--- config.mk ---
export PLATFORM = sky130hd
export DESIGN_NAME = ps2_lcd_line_buffer
export DESIGN_NICKNAME = d
export VERILOG_FILES = /design/src/rtl/ps2_lcd_line_buffer.sv
export SDC_FILE = /design/constraint.sdc
export NUM_CORES = 1
export LEC_CHECK = 0
export BUFFER_PORTS_ARGS = -buffer_cell sky130_fd_sc_hd__buf_2
export CAP_MARGIN = 20
export CORE_ASPECT_RATIO = 1.4
export CORE_UTILIZATION = 42
export CTS_CLUSTER_SIZE = 40
export DETAILED_ROUTE_END_ITERATION = 7
export SLEW_MARGIN = 20
export SYNTH_ARGS = -nofsm -noshare
export SYNTH_HDL_FRONTEND = slang
export SYNTH_SLANG_ARGS = --single-unit
--- constraint.sdc ---
create_clock -name Clock_50 -period 3.5 [get_ports Clock_50]
set_clock_uncertainty 0.15 [all_clocks]
set_input_delay 0 -clock Clock_50 [delete_from_list [all_inputs] [get_ports Clock_50]]
set_output_delay 0 -clock Clock_50 [all_outputs]
set_load 0.1 [all_outputs]
--- src/rtl/ps2_lcd_line_buffer.sv ---
// rtl/ps2_lcd_line_buffer.sv - PS2 keystroke line buffer that flushes full lines to the LCD via the char ROM
// Also runs the LCD power-up init sequence and judges half-match / palindrome per completed line.
module ps2_lcd_line_buffer #(
   parameter int         DEPTH       = 16,
   parameter int         ROM_LATENCY = 1,
   parameter logic [7:0] BKSP_CODE   = 8'h66
) (
   input  logic       Clock_50,
   input  logic       Reset,
   input  logic [7:0] PS2_code,
   input  logic       PS2_code_ready,
   input  logic       PS2_make_code,
   input  logic       case_flag,
   output logic [8:0] ROM_address,
   input  logic [7:0] ROM_q,
   output logic       LCD_start,
   output logic [8:0] LCD_instruction,
   input  logic       LCD_done,
   output logic [4:0] char_count,
   output logic       line_sel,
   output logic       half_match,
   output logic       palindrome,
   output logic       key_dropped
);

   localparam int             PW      = $clog2(DEPTH);
   localparam logic [PW-1:0]  LAST    = PW'(DEPTH - 1);
   localparam logic [4:0]     FULL_M1 = 5'(DEPTH - 1);
   localparam logic [1:0]     LAT_M1  = 2'(ROM_LATENCY - 1);

   typedef enum logic [2:0] {
      S_INIT, S_INIT_WAIT, S_IDLE, S_ROM_WAIT,
      S_ISSUE_CHAR, S_WAIT_CHAR, S_ISSUE_LINE, S_WAIT_LINE
   } state_t;

   state_t        state_q, state_d;
   logic [2:0]    init_idx_q, init_idx_d;
   logic [8:0]    buf_q [DEPTH];
   logic [8:0]    buf_d [DEPTH];
   logic [8:0]    push_buf [DEPTH];
   logic [4:0]    count_q, count_d;
   logic [PW-1:0] ptr_q, ptr_d;
   logic [1:0]    lat_q, lat_d;
   logic          start_q, start_d;
   logic [8:0]    instr_q, instr_d;
   logic          line_sel_q, line_sel_d;
   logic          hm_q, hm_d;
   logic          pal_q, pal_d;
   logic          dropped_q, dropped_d;
   logic          ready_q;
   logic          key_ev, is_bksp, full_push, done_ok;
   logic          hm_calc, pal_calc;
   logic [PW-1:0] rom_idx;

   function automatic logic [8:0] init_word(input logic [2:0] idx);
      case (idx)
         3'd0:    return 9'h038;
         3'd1:    return 9'h00C;
         3'd2:    return 9'h001;
         3'd3:    return 9'h006;
         default: return 9'h080;
      endcase
   endfunction

   assign key_ev    = PS2_code_ready && !ready_q && PS2_make_code;
   assign is_bksp   = (PS2_code == BKSP_CODE);
   assign full_push = key_ev && !is_bksp && (count_q == FULL_M1);
   // A done seen while our own start is still high belongs to the previous command.
   assign done_ok   = LCD_done && !start_q;

   // Index 0 is the newest entry; the oldest full-line character sits at DEPTH-1.
   always_comb begin
      push_buf[0] = {case_flag, PS2_code};
      for (int i = 1; i < DEPTH; i++) push_buf[i] = buf_q[i-1];
   end

   always_comb begin
      hm_calc  = 1'b1;
      pal_calc = 1'b1;
      for (int i = 0; i < DEPTH/2; i++) begin
         if (push_buf[i][7:0] != push_buf[i+DEPTH/2][7:0]) hm_calc = 1'b0;
         if (push_buf[i][7:0] != push_buf[DEPTH-1-i][7:0]) pal_calc = 1'b0;
      end
   end

   always_ff @(posedge Clock_50) begin
      if (Reset) state_q <= S_INIT;
      else       state_q <= state_d;
   end

   always_comb begin
      state_d = state_q;
      case (state_q)
         S_INIT:       state_d = S_INIT_WAIT;
         S_INIT_WAIT:  if (done_ok) state_d = (init_idx_q < 3'd4) ? S_INIT : S_IDLE;
         S_IDLE:       if (full_push) state_d = S_ROM_WAIT;
         S_ROM_WAIT:   if (lat_q == LAT_M1) state_d = S_ISSUE_CHAR;
         S_ISSUE_CHAR: state_d = S_WAIT_CHAR;
         S_WAIT_CHAR:  if (done_ok) state_d = (ptr_q == LAST) ? S_ISSUE_LINE : S_ROM_WAIT;
         S_ISSUE_LINE: state_d = S_WAIT_LINE;
         S_WAIT_LINE:  if (done_ok) state_d = S_IDLE;
         default:      state_d = S_INIT;
      endcase
   end

   always_comb begin
      init_idx_d = init_idx_q;
      buf_d      = buf_q;
      count_d    = count_q;
      ptr_d      = ptr_q;
      lat_d      = lat_q;
      start_d    = 1'b0;
      instr_d    = instr_q;
      line_sel_d = line_sel_q;
      hm_d       = hm_q;
      pal_d      = pal_q;
      dropped_d  = key_ev && (state_q != S_IDLE);
      case (state_q)
         S_INIT: begin
            instr_d = init_word(init_idx_q);
            start_d = 1'b1;
         end
         S_INIT_WAIT: begin
            if (done_ok) init_idx_d = init_idx_q + 3'd1;
         end
         S_IDLE: begin
            if (key_ev && is_bksp) begin
               if (count_q != 5'd0) begin
                  for (int i = 0; i < DEPTH-1; i++) buf_d[i] = buf_q[i+1];
                  buf_d[DEPTH-1] = 9'h000;
                  count_d = count_q - 5'd1;
               end
            end else if (key_ev) begin
               buf_d   = push_buf;
               count_d = count_q + 5'd1;
               if (full_push) begin
                  hm_d  = hm_calc;
                  pal_d = pal_calc;
                  ptr_d = '0;
                  lat_d = 2'd0;
               end
            end
         end
         S_ROM_WAIT: lat_d = lat_q + 2'd1;
         S_ISSUE_CHAR: begin
            instr_d = {1'b1, ROM_q};
            start_d = 1'b1;
         end
         S_WAIT_CHAR: begin
            if (done_ok && ptr_q != LAST) begin
               ptr_d = ptr_q + 1'b1;
               lat_d = 2'd0;
            end
         end
         S_ISSUE_LINE: begin
            instr_d    = {2'b01, ~line_sel_q, 6'h00};
            start_d    = 1'b1;
            line_sel_d = ~line_sel_q;
         end
         S_WAIT_LINE: begin
            if (done_ok) begin
               for (int i = 0; i < DEPTH; i++) buf_d[i] = 9'h000;
               count_d = 5'd0;
               ptr_d   = '0;
            end
         end
         default: ;
      endcase
   end

   always_ff @(posedge Clock_50) begin
      if (Reset) begin
         init_idx_q <= 3'd0;
         for (int i = 0; i < DEPTH; i++) buf_q[i] <= 9'h000;
         count_q    <= 5'd0;
         ptr_q      <= '0;
         lat_q      <= 2'd0;
         start_q    <= 1'b0;
         instr_q    <= 9'h000;
         line_sel_q <= 1'b0;
         hm_q       <= 1'b0;
         pal_q      <= 1'b0;
         dropped_q  <= 1'b0;
         ready_q    <= 1'b0;
      end else begin
         init_idx_q <= init_idx_d;
         buf_q      <= buf_d;
         count_q    <= count_d;
         ptr_q      <= ptr_d;
         lat_q      <= lat_d;
         start_q    <= start_d;
         instr_q    <= instr_d;
         line_sel_q <= line_sel_d;
         hm_q       <= hm_d;
         pal_q      <= pal_d;
         dropped_q  <= dropped_d;
         ready_q    <= PS2_code_ready;
      end
   end

   assign rom_idx         = LAST - ptr_q;
   assign ROM_address     = buf_q[rom_idx];
   assign LCD_start       = start_q;
   assign LCD_instruction = instr_q;
   assign char_count      = count_q;
   assign line_sel        = line_sel_q;
   assign half_match      = hm_q;
   assign palindrome      = pal_q;
   assign key_dropped     = dropped_q;

endmodule

**Word-level counts from Yosys, hierarchy flattened**

Cells that the tools add are included.

- Input bits: 22
- Output and inout bits: 28
- Bits in registers: 176

- Add/subtract/negate cells: 6
- Reductions and logical operators: 26
- $lt $le $gt $ge: 2
- Bitwise gates (word level): 3
- Eq/ne operators: 41
- Mux-type cells: 51

Operators by type and width:

| operator | count |
|---|---|
| $mux 144 | 4 |
| $pmux 144 s2 | 1 |
| $ne 8x8->1 | 16 |
| $bmux 9 s4 | 1 |
| $pmux 8 s4 | 1 |
| $pmux 9 s3 | 1 |
| $pmux 3 s8 | 1 |
| $mux 4 | 5 |
| $mux 5 | 4 |
| $mux 3 | 6 |
| $mux 9 | 2 |
| $mux 1 | 17 |
| $ne 2x2->1 const B | 8 |
| $eq 3x2->1 const B | 4 |
| $eq 3x3->1 const B | 4 |
| $pmux 4 s3 | 1 |
| $mux 2 | 5 |
| $pmux 5 s2 | 1 |
| $reduce_and 5->1 | 2 |
| $reduce_bool 3->1 | 3 |
| $eq 8x7->1 const B | 1 |
| $logic_and 1x1->1 | 8 |
| $reduce_and 4->1 | 2 |
| $eq 3x1->1 const B | 2 |
| other kinds (24) | 29 |

**Logic depth before layout (Yosys ltp)**

- Depth in word-level cells: 9
- Mapped depth: 10
- Mapped depth without buffers: 9

**Worst setup path before layout**

No wires, ideal clock.

- Kind: register -> register
- From: reg count_q[1] (netlist: char_count[1])
- To: reg count_q[4] (netlist: char_count[4])
- Slack: 513 ps
- Buffers on the path: 0
- Stages on the path, launching flop included: 9
- Library setup time: 118 ps
- Arrival: 2,719 ps
- Clock period less this slack: 2,987 ps
- Required time: 3,232 ps
- Cells stage by stage: dfxtp_1 -> nor4_1 -> or2_2 -> ha_1 -> o211ai_1 -> a2111oi_0 -> a31o_2 -> a211o_1 -> a32o_1

- Cells in the longest elaborated chain, start to end: 4
- Elaborated cells on any way between the ends: 9
- Classes of those cells: 2 x add/sub; 1 x eq/ne; 4 x mux; 2 x reduce/logical

Ends and longest elaborated chain:

| what | RTL line | text |
|---|---|---|
| from (decl) | 41 | `logic [4:0] count_q, count_d;` |
| from (signal assigned) | 188 | `count_q <= count_d;` |
| $add 5x1->5 / $sub 5x1->5 (equally long branches) | 135, 131 |  |
| $mux 5, on equally long branches | 133, 128 |  |
| $mux 5 | 127 | `if (key_ev && is_bksp) begin` |
| $pmux 5 s2 | 118 | `case (state_q)` |

Several ways; a longest one is shown, not always the timed one. The select of a mux whose other input is x is not followed.
A chain may end at the register's enable or synchronous reset.

**Final worst setup path**

- From: reg state_q[1]
- To: reg buf_q[142] (netlist name)

- Cells in the longest elaborated chain, start to end: 3
- Elaborated cells on any way between the ends: 8
- Classes of those cells: 5 x eq/ne; 1 x mux; 2 x reduce/logical

Ends and longest elaborated chain:

| what | RTL line | text |
|---|---|---|
| from (decl) | 36 | `state_t state_q, state_d;` |
| from (signal assigned) | 88 | `else state_q <= state_d;` |
| $eq 3x2->1 / $eq 3x3->1 (equally long branches) | 118 |  |
| $ne 3x3->1 (no line), or another cell as far along | - |  |
| $reduce_and 4->1 (no line) | - |  |
| to (signal assigned) | 187 | `buf_q <= buf_d;` |
| to (decl) | 38 | `logic [8:0] buf_q [DEPTH];` |

Several ways; a longest one is shown, not always the timed one.

==> impl_metrics.py <==
metrics = {
    "outcome": {
        "status": "finished, final reports clean",
    },
    "finish": {
        "register_area_um2": 3530,
        "diodes": 0,
        "utilization_pct": 48.1,
        "multi_input_area_um2": 7100,
        "finish.net_count": 1301,
        "drive_gt1_share_pct": 23.3,
        "syn2layout_area_growth_pct": 12.8,
        "fillers": 2440,
    },
    "die": {
        "core_um2": 26000,
        "io_pins": 50,
        "die_h_um": 194,
        "rows": 70,
        "dieArea_um2": 27100,
        "die_w_um": 139,
        "start_util_pct": 42.7,
    },
    "clocking": {
        "path_clk_slew_ns": 0.08,
        "cts_buffers": 17,
        "clk_latency_ns": 0.45,
        "cts_tree": "built",
        "cts_root_buffer": "clkbuf_16",
        "postCtsResizedCells": 0,
        "clockBufferDepth": 2,
        "cts_setup_buffers": 0,
        "h-tree-depth": 4,
        "clock-sinks": 176,
    },
    "logic_synthesis": {
        "ys_async_sr_fraction_pct": 0,
        "synth_commonest_cells": "dfxtp_1 (176), a21oi_1 (163), nand2_1 (146), mux2_2 (133), xnor2_1 (130)",
        "netlist_area_um2": 11100,
        "synth_edf_count": 0,
        "synth_top_area_share_pct": 31.8,
        "yosysMostFrequentCell": "dfxtp_1",
        "yosys.area.top_type": "dfxtp_1",
        "ys_ff_latch": 176,
        "yosysSeqAreaShare_pct": 31.8,
        "synthDistinctLibCells": 57,
        "avgSynthCellArea_um2": 8.88,
        "synth_warnings": 0,
        "postSynthCellCount": 1250,
        "synthFlopType": "dfxtp_1",
        "syn-num-nets": 1283,
        "synth_area_leaders": "dfxtp_1 (32%), mux2_2 (13%), xnor2_1 (10%)",
    },
    "grt": {
        "grt-ovfl-total": 0,
        "grt_pass1_wl_mm": 54.0,
        "grt_max_degree": 126,
        "grt_pass1_vias": 9551,
        "grt_util_all_layers_pct": 25.4,
        "antenna_found_initial": 0,
    },
    "setup_path": {
        "arrival_ns": 3.46,
        "crit_fanout": 43,
        "worstSetupPathType": "flip-flop to flip-flop",
        "reg2reg_from": "state_q[1]",
        "r2r_cells": 8,
        "r2r_slack_ns": 0.28,
        "slowest_stage": "dfxtp_1",
        "cp-start-kind": "flip-flop",
        "worstReg2RegEnd": "buf_q[142]",
        "path_cells": "nor2b_1 > nand2_1 > a2111oi_4 > buf_12 > buf_12 > nand2b_1 > a21oi_1 > dlygate4sd3_1",
        "worstSetupEndpointType": "flip-flop",
        "cp_slowest_stage_delay_ns": 0.64,
        "path_common_cell": "buf_12",
        "cp.required_ns": 3.74,
    },
    "power": {
        "peakVddDrop_mv": 0.331,
        "p_leak_uw": 0.00423,
        "power_density_nw_per_um2": 356,
    },
    "routing": {
        "drt-total-wl_mm": 33.5,
        "drc_errors": 0,
        "vias": 9667,
        "post_drt_via_cell_ratio": 6.02,
        "dr.pass1.iters": 5,
        "drtIter0Drc": 783,
        "drtAntennaViolNets": 0,
        "wl_per_cell_um": 20.9,
    },
    "sta": {
        "max_freq_ghz": 0.311,
        "tightest_slew_ns": 0.789,
        "hold_viol": 0,
        "rsz0062_at_grt": "no",
        "slew_headroom_pct": 47.4,
        "finalSetupTns_ns": 0,
        "min_period_ns": 3.22,
        "slew_violations": 0,
        "fin_crit_sh_pct": 92.0,
        "setup_viol": 0,
    },
    "place": {
        "gp_congestion": 0.922,
        "portBuffers": 49,
        "dp_hpwl_mm": 22.1,
    },
    "hold_path": {
        "hold_end": "init_idx_q[0]",
        "min_path_type": "primary input to flip-flop",
        "whs_path_depth": 5,
        "hp-start": "LCD_done",
    },
    "run": {
        "cap_violations": 0,
    },
}
-- area by class of cell --
| class | instances | share of cell area, % |
|---|---|---|
| multi-input combinational | 960 | 56.8 |
| timing repair buffer | 100 | 6.67 |
| inverter | 13 | 0.390 |
| tap | 324 | 3.24 |
| clock inverter | 15 | 1.33 |
| sequential | 176 | 28.2 |
| clock buffer | 17 | 3.40 |
-- layout by cell type (no fill, tap or decap), types with 4 or more instances in the layout --
cell / instances
dfxtp_1: 174
a21oi_1: 163
nand2_1: 146
mux2_2: 133
xnor2_1: 130
o21ai_0: 92
o21ai_1: 64
buf_2: 48
mux4_2: 45
nand4_1: 37
nor2_1: 27
dlygate4sd3_1: 25
nand3_1: 18
clkbuf_16: 17
buf_4: 15
inv_1: 12
ha_1: 11
buf_12: 11
and3_1: 10
nor4_1: 9
nor3_1: 8
nand2b_1: 7
a211oi_1: 6
inv_8: 6
nor2b_1: 5
clkinv_4: 4
-- kinds of logic after synthesis --
kind of cell	count (synthesis)	synth area share (%)
adders and majority gates	11	1.24
AOI/OAI and AO/OA	353	17.0
buffers and inverters	114	4.58
muxes	181	22.9
DFF	176	31.8
and+or+nand+nor	285	12.3
xor gates and xnor gates	130	10.3
-- critical path, delay by kind of cell, from the launching register on --
kind | cells | cell delay (ns)
compound gates | 2 | 0.61
buf+inv | 3 | 1.07
flops | 1 | 0.64
simple gates | 3 | 0.65
-- how the worst max path moves through the flow --
| stage | from | endpoint | slack (ns) | cells past startpoint |
|---|---|---|---|---|
| after floorplan | char_count[1] | char_count[4] | 0.51 | 8 |
| after global placement | ready_q | char_count[4] | 0.79 | 9 |
| after detailed placement | PS2_code[0] | char_count[4] | 0.77 | 10 |
| after CTS | state_q[1] | buf_q[142] | 0.30 | 8 |
| after global routing | state_q[1] | buf_q[142] | 0.02 | 8 |
| final | state_q[1] | buf_q[142] | 0.28 | 8 |
-- power breakdown --
part | internal [µW] | switching [µW] | total [µW]
clock | 1020 | 951 | 1970
sequential | 2020 | 18.1 | 2040
combinational | 116 | 328 | 444
total | 3160 | 1300 | 4450
-- registers in the layout (all words and copies together) (netlist names) --
signal / flops
key_dropped: 1
LCD_start: 1
half_match: 1
line_sel: 1
palindrome: 1
state_q: 3
LCD_instruction: 9
lat_q: 2
ptr_q: 4
char_count: 5
ready_q: 1
buf_q: 144
init_idx_q: 3
-- layer usage --
layer / global-route usage [%] / vias up / share of wire [%]
met5: 0 / - / 0
met4: 14.3 / 0 / 4.7
met3: 3.23 / 79 / 4.6
met2: 43.7 / 316 / 51
met1: 30.4 / 4717 / 40
li1: - / 4555 / -
-- metrics by stage --
stage | hold WS [ns] | total power (µW) | area (µm²) | setup WS [ns] | std cells
final | 0.0398 | 4450 | 12500 | 0.281 | 1605
after global routing | 0.106 | 4600 | 12500 | 0.0209 | 1605
after CTS | 0.0371 | 4470 | 12500 | 0.298 | 1605
after detailed placement | 0.0995 | 2500 | 11700 | 0.768 | 1548
after global placement | 0.0948 | 2510 | 11700 | 0.792 | 1548
after floorplan | -0.0218 | 2380 | 11100 | 0.513 | 1250
-- what timing repair did --
item | 4_1_cts | 5_1_grt
hold buffers | 25 | 0
setup endpoints to repair | 0 | 0
hold endpoints to repair | 87 | 0
Note: power is estimated with default switching activity, not from simulation.
